### src/rtl/cic_rate_ctrl.sv
// Rate-change sequencer for the variable-decimation CIC: syncs the host speed request,
// flushes the CIC on every change and qualifies its outputs. Optional watchdog: CIC_RATE_WATCHDOG_EN.
module cic_rate_ctrl #(
  parameter int         STAGES         = 5,
  parameter int         CLEAR_CYCLES   = 4,
  parameter int         SETTLE_OUTPUTS = STAGES + 1,
  parameter logic [1:0] RESET_RATE     = 2'b00,
  parameter int         WD_CYCLES      = 65535
) (
  input  logic       clock,
  input  logic       reset,
  input  logic [1:0] speed_req,
  input  logic       in_strobe,
  output logic       cic_in_strobe,
  input  logic       cic_out_strobe,
  output logic       cic_clear,
  output logic [1:0] extra_decimation,
  output logic       data_valid,
  output logic       busy,
  output logic       rate_changed,
  output logic       wd_error
);

  localparam int CW = $clog2(CLEAR_CYCLES + 1);
  localparam int SW = $clog2(SETTLE_OUTPUTS + 1);
  localparam logic [CW-1:0] CLR_LAST = CW'(CLEAR_CYCLES - 1);
  localparam logic [SW-1:0] SET_LAST = SW'(SETTLE_OUTPUTS - 1);

  if (CLEAR_CYCLES < 1) begin : g_bad_clear
    $error("CLEAR_CYCLES must be at least 1");
  end
  if (SETTLE_OUTPUTS < 1) begin : g_bad_settle
    $error("SETTLE_OUTPUTS must be at least 1");
  end
  if (WD_CYCLES < 1 || WD_CYCLES > 65535) begin : g_bad_wd
    $error("WD_CYCLES must fit the 16-bit watchdog");
  end

  typedef enum logic [1:0] {
    RUN    = 2'd0,
    CLEAR  = 2'd1,
    SETTLE = 2'd2
  } state_t;

  state_t        state;
  logic [1:0]    s1, s2, s3;
  logic          out_q;
  logic [CW-1:0] clr_cnt;
  logic [SW-1:0] set_cnt;
  logic          req_stable;
  logic          wd_expire;

  // 11 is never a legal rate, so it can never look stable and is simply ignored
  assign req_stable = (s2 == s3) && (s3 != 2'b11);

  assign cic_in_strobe = in_strobe & (state != CLEAR);
  assign cic_clear     = (state == CLEAR);
  assign busy          = (state != RUN);
  assign data_valid    = out_q & (state == RUN);

`ifdef CIC_RATE_WATCHDOG_EN
  localparam logic [15:0] WD_LAST = 16'(WD_CYCLES - 1);
  logic [15:0] wd_cnt;

  assign wd_expire = (state == SETTLE) && !cic_out_strobe && (wd_cnt == WD_LAST);

  always_ff @(posedge clock or posedge reset) begin
    if (reset) begin
      wd_cnt   <= '0;
      wd_error <= 1'b0;
    end else begin
      wd_error <= wd_expire;
      if (state != SETTLE || cic_out_strobe)
        wd_cnt <= '0;
      else if (wd_cnt != WD_LAST)
        wd_cnt <= wd_cnt + 16'd1;
    end
  end
`else
  assign wd_expire = 1'b0;
  assign wd_error  = 1'b0;
`endif

  always_ff @(posedge clock or posedge reset) begin
    if (reset) begin
      s1               <= RESET_RATE;
      s2               <= RESET_RATE;
      s3               <= RESET_RATE;
      out_q            <= 1'b0;
      state            <= CLEAR;
      extra_decimation <= RESET_RATE;
      clr_cnt          <= '0;
      set_cnt          <= '0;
      rate_changed     <= 1'b0;
    end else begin
      s1           <= speed_req;
      s2           <= s1;
      s3           <= s2;
      out_q        <= cic_out_strobe;
      rate_changed <= 1'b0;
      // a new stable rate wins over any flush in progress (last writer wins)
      if (req_stable && (s3 != extra_decimation)) begin
        extra_decimation <= s3;
        state            <= CLEAR;
        clr_cnt          <= '0;
        set_cnt          <= '0;
      end else begin
        case (state)
          CLEAR: begin
            if (clr_cnt == CLR_LAST) begin
              state   <= SETTLE;
              set_cnt <= '0;
            end else begin
              clr_cnt <= clr_cnt + 1'b1;
            end
          end
          SETTLE: begin
            if (wd_expire) begin
              state   <= CLEAR;
              clr_cnt <= '0;
              set_cnt <= '0;
            end else if (out_q) begin
              if (set_cnt == SET_LAST) begin
                state        <= RUN;
                rate_changed <= 1'b1;
              end else begin
                set_cnt <= set_cnt + 1'b1;
              end
            end
          end
          default: ;
        endcase
      end
    end
  end

endmodule

### config.mk
export PLATFORM = sky130hd
export DESIGN_NAME = cic_rate_ctrl
export DESIGN_NICKNAME = d
export VERILOG_FILES = /design/src/rtl/cic_rate_ctrl.sv
export SDC_FILE = /design/constraint.sdc
export NUM_CORES = 1
export LEC_CHECK = 0
export BUFFER_PORTS_ARGS = -buffer_cell sky130_fd_sc_hd__buf_2
export CORE_UTILIZATION = 40
export CTS_BUF_LIST = sky130_fd_sc_hd__clkbuf_4 sky130_fd_sc_hd__clkbuf_8
export CTS_CLUSTER_SIZE = 40
export DETAILED_ROUTE_END_ITERATION = 10
export PLACE_DENSITY = 0.72
export SKIP_LAST_GASP = 1
export SYNTH_ARGS = -nofsm -noshare
export SYNTH_HDL_FRONTEND = slang
export SYNTH_SLANG_ARGS = --single-unit
### constraint.sdc
create_clock -name clock -period 1.7 [get_ports clock]
set_input_delay 0.34 -clock clock [delete_from_list [all_inputs] [get_ports clock]]
set_output_delay 0.34 -clock clock [all_outputs]
set_load 0.005 [all_outputs]
==> results of run 1 <==
power groups by stage:
| stage | clock network [uW] | logic, uW | registers, uW |
|---|---|---|---|
| after detailed placement | 0 | 272 | 586 |
| final | 260 | 268 | 576 |
| after floorplan | 0 | 220 | 571 |
| after global routing | 293 | 320 | 588 |
| after CTS | 275 | 274 | 578 |
| after global placement | 0 | 263 | 582 |
path summary, 6_finish.rpt:
check,end,slack (ns),cells after the start
min in group clock,out_q,0.15,1
max in group asynchronous,s3[0],1.15,2
min reg2reg,s2[0],0.35,0
min,state[1],0.12,2
max reg2reg,set_cnt[1],0.17,5
max,cic_in_strobe,0.12,3
state kept, by name (all words and copies together), names as in the netlist:
name and count:
clr_cnt 3, extra_decimation 2, out_q 1, rate_changed 1, s1 2, s2 2
s3 2, set_cnt 3, state 2
cell usage after synthesis, types with 2 or more instances:
master,instances
a21oi_1,5
dfrtp_1,17
ha_1,4
inv_1,6
mux2i_1,2
nand2_1,5
nand2b_1,2
nand4b_1,3
nor2_1,7
nor2b_1,2
o21ai_0,7
per-stage QoR:
stage                     instance area, um^2  hold slack (ns)
after global placement                    932            0.337
after detailed placement                  932            0.336
after floorplan                           857            0.278
after global routing                      968            0.119
final                                     968            0.119
after CTS                                 968            0.130
routing by layer:
layer / vias up / routed length (um) / global-route usage, %
met5: - / 0 / 0
met4: 0 / 25 / 6.67
li1: 298 / - / -
met3: 4 / 58 / 5.56
met2: 12 / 632 / 21.3
met1: 280 / 567 / 14.0
placed cells by master (no fill, tap or decap):
master and instances:
nor3_1 1, dfstp_2 1, clkbuf_8 1, or2_2 1
clkbuf_4 3, and2_2 1, nor2_1 7, a21o_1 1
buf_2 12, nand2_1 5, o21bai_1 1, conb_1 1
and2b_2 1, nor3_4 1, and2_1 1, a311o_1 1
a21oi_1 5, nand2b_1 2, and2b_1 1, a22o_1 1
nor2b_1 2, a211oi_2 1, a31oi_1 1, dfrtp_1 17
mux2i_1 2, nand4b_1 3, o22ai_1 1, o21ai_0 7
xnor2_1 1, and3b_1 1, inv_1 6, ha_1 4
cell type report:
| cell class | instances | area share, % |
|---|---|---|
| Inverter | 6 | 2.33 |
| Timing Repair Buffer | 12 | 6.20 |
| Sequential cell | 18 | 46.6 |
| Multi-Input combinational cell | 54 | 37.6 |
| Clock buffer | 4 | 3.75 |
| Tap cell | 27 | 3.49 |
worst max-delay path: cells and delay by family (launching register included):
| family | cells | cell delay (ns) |
|---|---|---|
| DFF | 1 | 0.58 |
| and+or+nand+nor | 2 | 0.25 |
| buffers and inverters | 1 | 0.12 |
kinds of logic after synthesis:
kind of cell | synth area share [%]
xor+xnor | 1.02
buf+inv | 4.82
simple gates | 19.0
mux | 2.34
other cells | 0.438
flops | 52.7
fa+ha+maj | 5.84
compound gates | 13.9
==> impl_metrics.ini, run 1 <==
[status]
status = complete, no violations

[pwr]
combinationalPowerShare_pct = 24.3
p_sw_share_pct = 29.6
power_switching_uw = 327
pwr-share-clk_pct = 23.6
seqPwrFrac_pct = 52.2
p_leak_uw = 0.000462
internal-power_uw = 777
finalPower_uw = 1100
irDropWorstVdd_v = 0.000670
powerDensity_nw_per_um2 = 1140

[global_routing]
grt_pass1_vias = 465
grt_use_total_pct = 12.9
grt_pass1_wl_um = 1950
grt_max_degree = 19
gr-total-overflow = 0
antenna_found_initial = 0

[detailed_routing]
vias_per_cell = 4.91
drc = 0
drt_iter0_drc = 7
via_count = 594
drtPass1Iterations = 3
final_antenna_net_count = 0
wl_per_cell_um = 10.6
drt-total-wl_um = 1280

[timing]
rsz0062_at_grt = no
finalSetupViolations = 0
fin_tns_setup_ns = 0
timing.fmax_mhz = 634
fin_crit_sh_pct = 92.8
maxSlewHeadroom_pct = 55.7
setup_ws_ns = 0.123
min_period_ns = 1.58
clock_skew_ns = 0.00854
drv_slew = 0
hold_viol = 0
tightest_slew_ns = 0.663

[setup_path]
arrival_ns = 1.24
r2r-start = clr_cnt[0]
path_cells = nand2b_1 > and2_1 > buf_2
critPathLaunchType = flip-flop
slowest_delay_ns = 0.58
cp-startpoint = state[0]
crit_slowest_cell = dfstp_2
crit_fanout = 6
setup.worst_path.end_class = output pin
path_class = reg2out
critPathRequiredTime_ns = 1.36

[finish]
syn2layout_area_growth_pct = 13.0
diodes = 0
fillers = 177
multi_input_area_um2 = 364
seqCellArea_um2 = 452
postLayoutCoreUtil_pct = 48.9
fin_nets = 105
drive_above_1_share_pct = 23.4
instances_no_fill = 121

[floorplanning]
io_pins = 14
start_util_pct = 43.2
coreArea_um2 = 1980
die_y_um = 48.3
dieArea_um2 = 2330
rows = 16
die_w_um = 48.3

[cts]
clockBufferDepth = 2
holdBufCountCts = 0
cts_resized = 0
cts_buffers = 3
clockRootBuffer = clkbuf_4
cts.sinks = 18
clk_pin_slew_ns = 0.10
cts_tree = yes
htree_levels = 1
cts_setup_buffers = 0
clock_latency_ns = 0.30

[yosys]
netlist_instances = 80
synth_top_area_share_pct = 49.6
yosys_warnings = 0
synth-main-ff-cell = dfrtp_1
ys_types = 31
synth_seq_cells = 18
synth_edf_count = 0
syn-mean-instance-area_um2 = 10.7
synth.area.top_cells = dfrtp_1, ha_1, o21ai_0, dfstp_2, nor2_1
ys_seq_area_share_pct = 52.7
yosysTopAreaCell = dfrtp_1
syn_area_um2 = 857
async_reset_ff_share_pct = 100
syn-num-nets = 90

[job]
maxCapViolations = 0

[placed_design]
port-buffer-count = 12
gp_congestion = 0.793
dp_hpwl_um = 929
dp.cells = 117
place_ws_ns = 0.187

[hold_path]
min_path_type = in2async
(Power assumes the default switching activity.)
==> run 2: changes to the inputs <==
--- a/config.mk
+++ b/config.mk
@@ -11,6 +11,7 @@
 export CTS_CLUSTER_SIZE = 40
 export DETAILED_ROUTE_END_ITERATION = 10
 export PLACE_DENSITY = 0.72
+export SETUP_SLACK_MARGIN = 0.4
 export SKIP_LAST_GASP = 1
 export SYNTH_ARGS = -nofsm -noshare
 export SYNTH_HDL_FRONTEND = slang
==> impl_metrics.ini, run 2 (synthesized netlist as in run 1, its figures left out) <==
[timing]
maxSlewHeadroom_pct = 56.4
tightest_slew_ns = 0.654
min_period_ns = 1.51
fin_tns_setup_ns = 0
drv_slew = 0
clock_skew_ns = 0.00756
finalSetupViolations = 0
timing.fmax_mhz = 664
fin_crit_sh_pct = 88.6
rsz0062_at_grt = yes
hold_slack_ns = 0.121
hold_viol = 0

[setup_path]
setup.worst_path.end_class = output pin
cp-startpoint = state[0]
critPathRequiredTime_ns = 1.36
endpoint = cic_in_strobe
slowest_delay_ns = 0.58
r2r-start = clr_cnt[1]
reg2reg_slack_ns = 0.27
critPathLaunchType = flip-flop
path_class = reg2out
reg2regPathDepth = 6
crit_fanout = 3
path_cells = nand2b_4 > and2_4 > buf_6
crit_slowest_cell = dfstp_2
worstReg2RegEnd = set_cnt[2]
arrival_ns = 1.17

[detailed_routing]
drtPass1Iterations = 4
drt-total-wl_um = 1630
drt_iter0_drc = 11
wl_per_cell_um = 12.7
vias_per_cell = 5.19
drc = 0
via_count = 664
final_antenna_net_count = 0

[cts]
htree_levels = 1
clockBufferDepth = 2
clk_pin_slew_ns = 0.10
cts_tree = yes
clock_latency_ns = 0.29
cts_buffers = 3
clockRootBuffer = clkbuf_4
cts.sinks = 18

[global_routing]
grt_use_total_pct = 15.0
grt_pass1_wl_um = 2300
gr-total-overflow = 0
grt_max_degree = 19
antenna_found_initial = 0
grt_pass1_vias = 576

[floorplanning]
rows = 16
io_pins = 14
die_w_um = 48.3
start_util_pct = 43.2
die_y_um = 48.3
coreArea_um2 = 1980
dieArea_um2 = 2330

[placed_design]
gp_congestion = 0.758
dp_hpwl_um = 989
port-buffer-count = 12

[finish]
reg_top3 = clr_cnt (3), set_cnt (3)
syn2layout_area_growth_pct = 31.2
drive_above_1_share_pct = 42.6
fin_nets = 112
final_cell_mix = dfrtp_1, buf_2, inv_1, buf_4
final_common_cell = dfrtp_1
diodes = 0

[pwr]
powerDensity_nw_per_um2 = 1130
p_leak_uw = 0.000528
irDropWorstVdd_v = 0.000814

[hold_path]
min_path_type = in2async

[job]
maxCapViolations = 0

[status]
status = complete, no violations
## run 2: report_power, final
part           total [uW]  internal [uW]  switching, uW  leakage (uW)
logic                 426            234            192      0.000291
clock network         258            130            128     0.0000210
registers             581            510           70.7      0.000216
## run 2: layout make-up
type,count,area (um^2)
Fill cell,150,857
Multi-Input combinational cell,55,462
Inverter,6,22.5
Sequential cell,18,453
Timing Repair Buffer,18,118
Tap cell,27,33.8
Clock buffer,4,36.3
## run 2: critical path, delay by kind of cell (launching register included)
family	cells	cell delay, ns
buffers and inverters	1	0.10
DFF	1	0.58
and+or+nand+nor	2	0.19
## run 2: how the worst min path moves through the flow
stage,slack [ns],from,end
floorplan,0.28,reset,clr_cnt[0]
global placement,0.33,s1[1],s2[1]
detailed placement,0.35,s1[0],s2[0]
CTS,0.14,reset,clr_cnt[1]
global route,0.13,speed_req[0],s1[0]
finish,0.12,reset,s3[1]
## run 2: timing repair
| item | CTS | global route |
|---|---|---|
| gates resized for setup | 7 | 13 |
| endpoints found under the setup margin | 13 | 13 |
| hold buffers | 0 | 0 |
| pin swaps | 4 | 4 |
| buffers inserted | 5 | 1 |
| cloned | 0 | 1 |
## run 2: metal layers
| layer | vias to the layer above | global-route usage, % | routed length, um |
|---|---|---|---|
| met5 | - | 0 | 0 |
| met4 | 0 | 8.89 | 29 |
| met3 | 4 | 4.07 | 42 |
| met2 | 16 | 24.5 | 841 |
| met1 | 327 | 17.6 | 716 |
| li1 | 317 | - | - |
## run 2: stage by stage
step / total power (uW) / std cells / util (%) / worst slack (ns) / instance area [um^2]
after floorplan: 816 / 80 / - / 0.382 / 875
after global placement: 873 / 117 / 47.9 / 0.315 / 950
after detailed placement: 887 / 117 / 47.9 / 0.292 / 950
after CTS: 1220 / 126 / 53.0 / 0.189 / 1050
after global routing: 1350 / 128 / 56.8 / 0.159 / 1120
final: 1270 / 128 / 56.8 / 0.194 / 1120
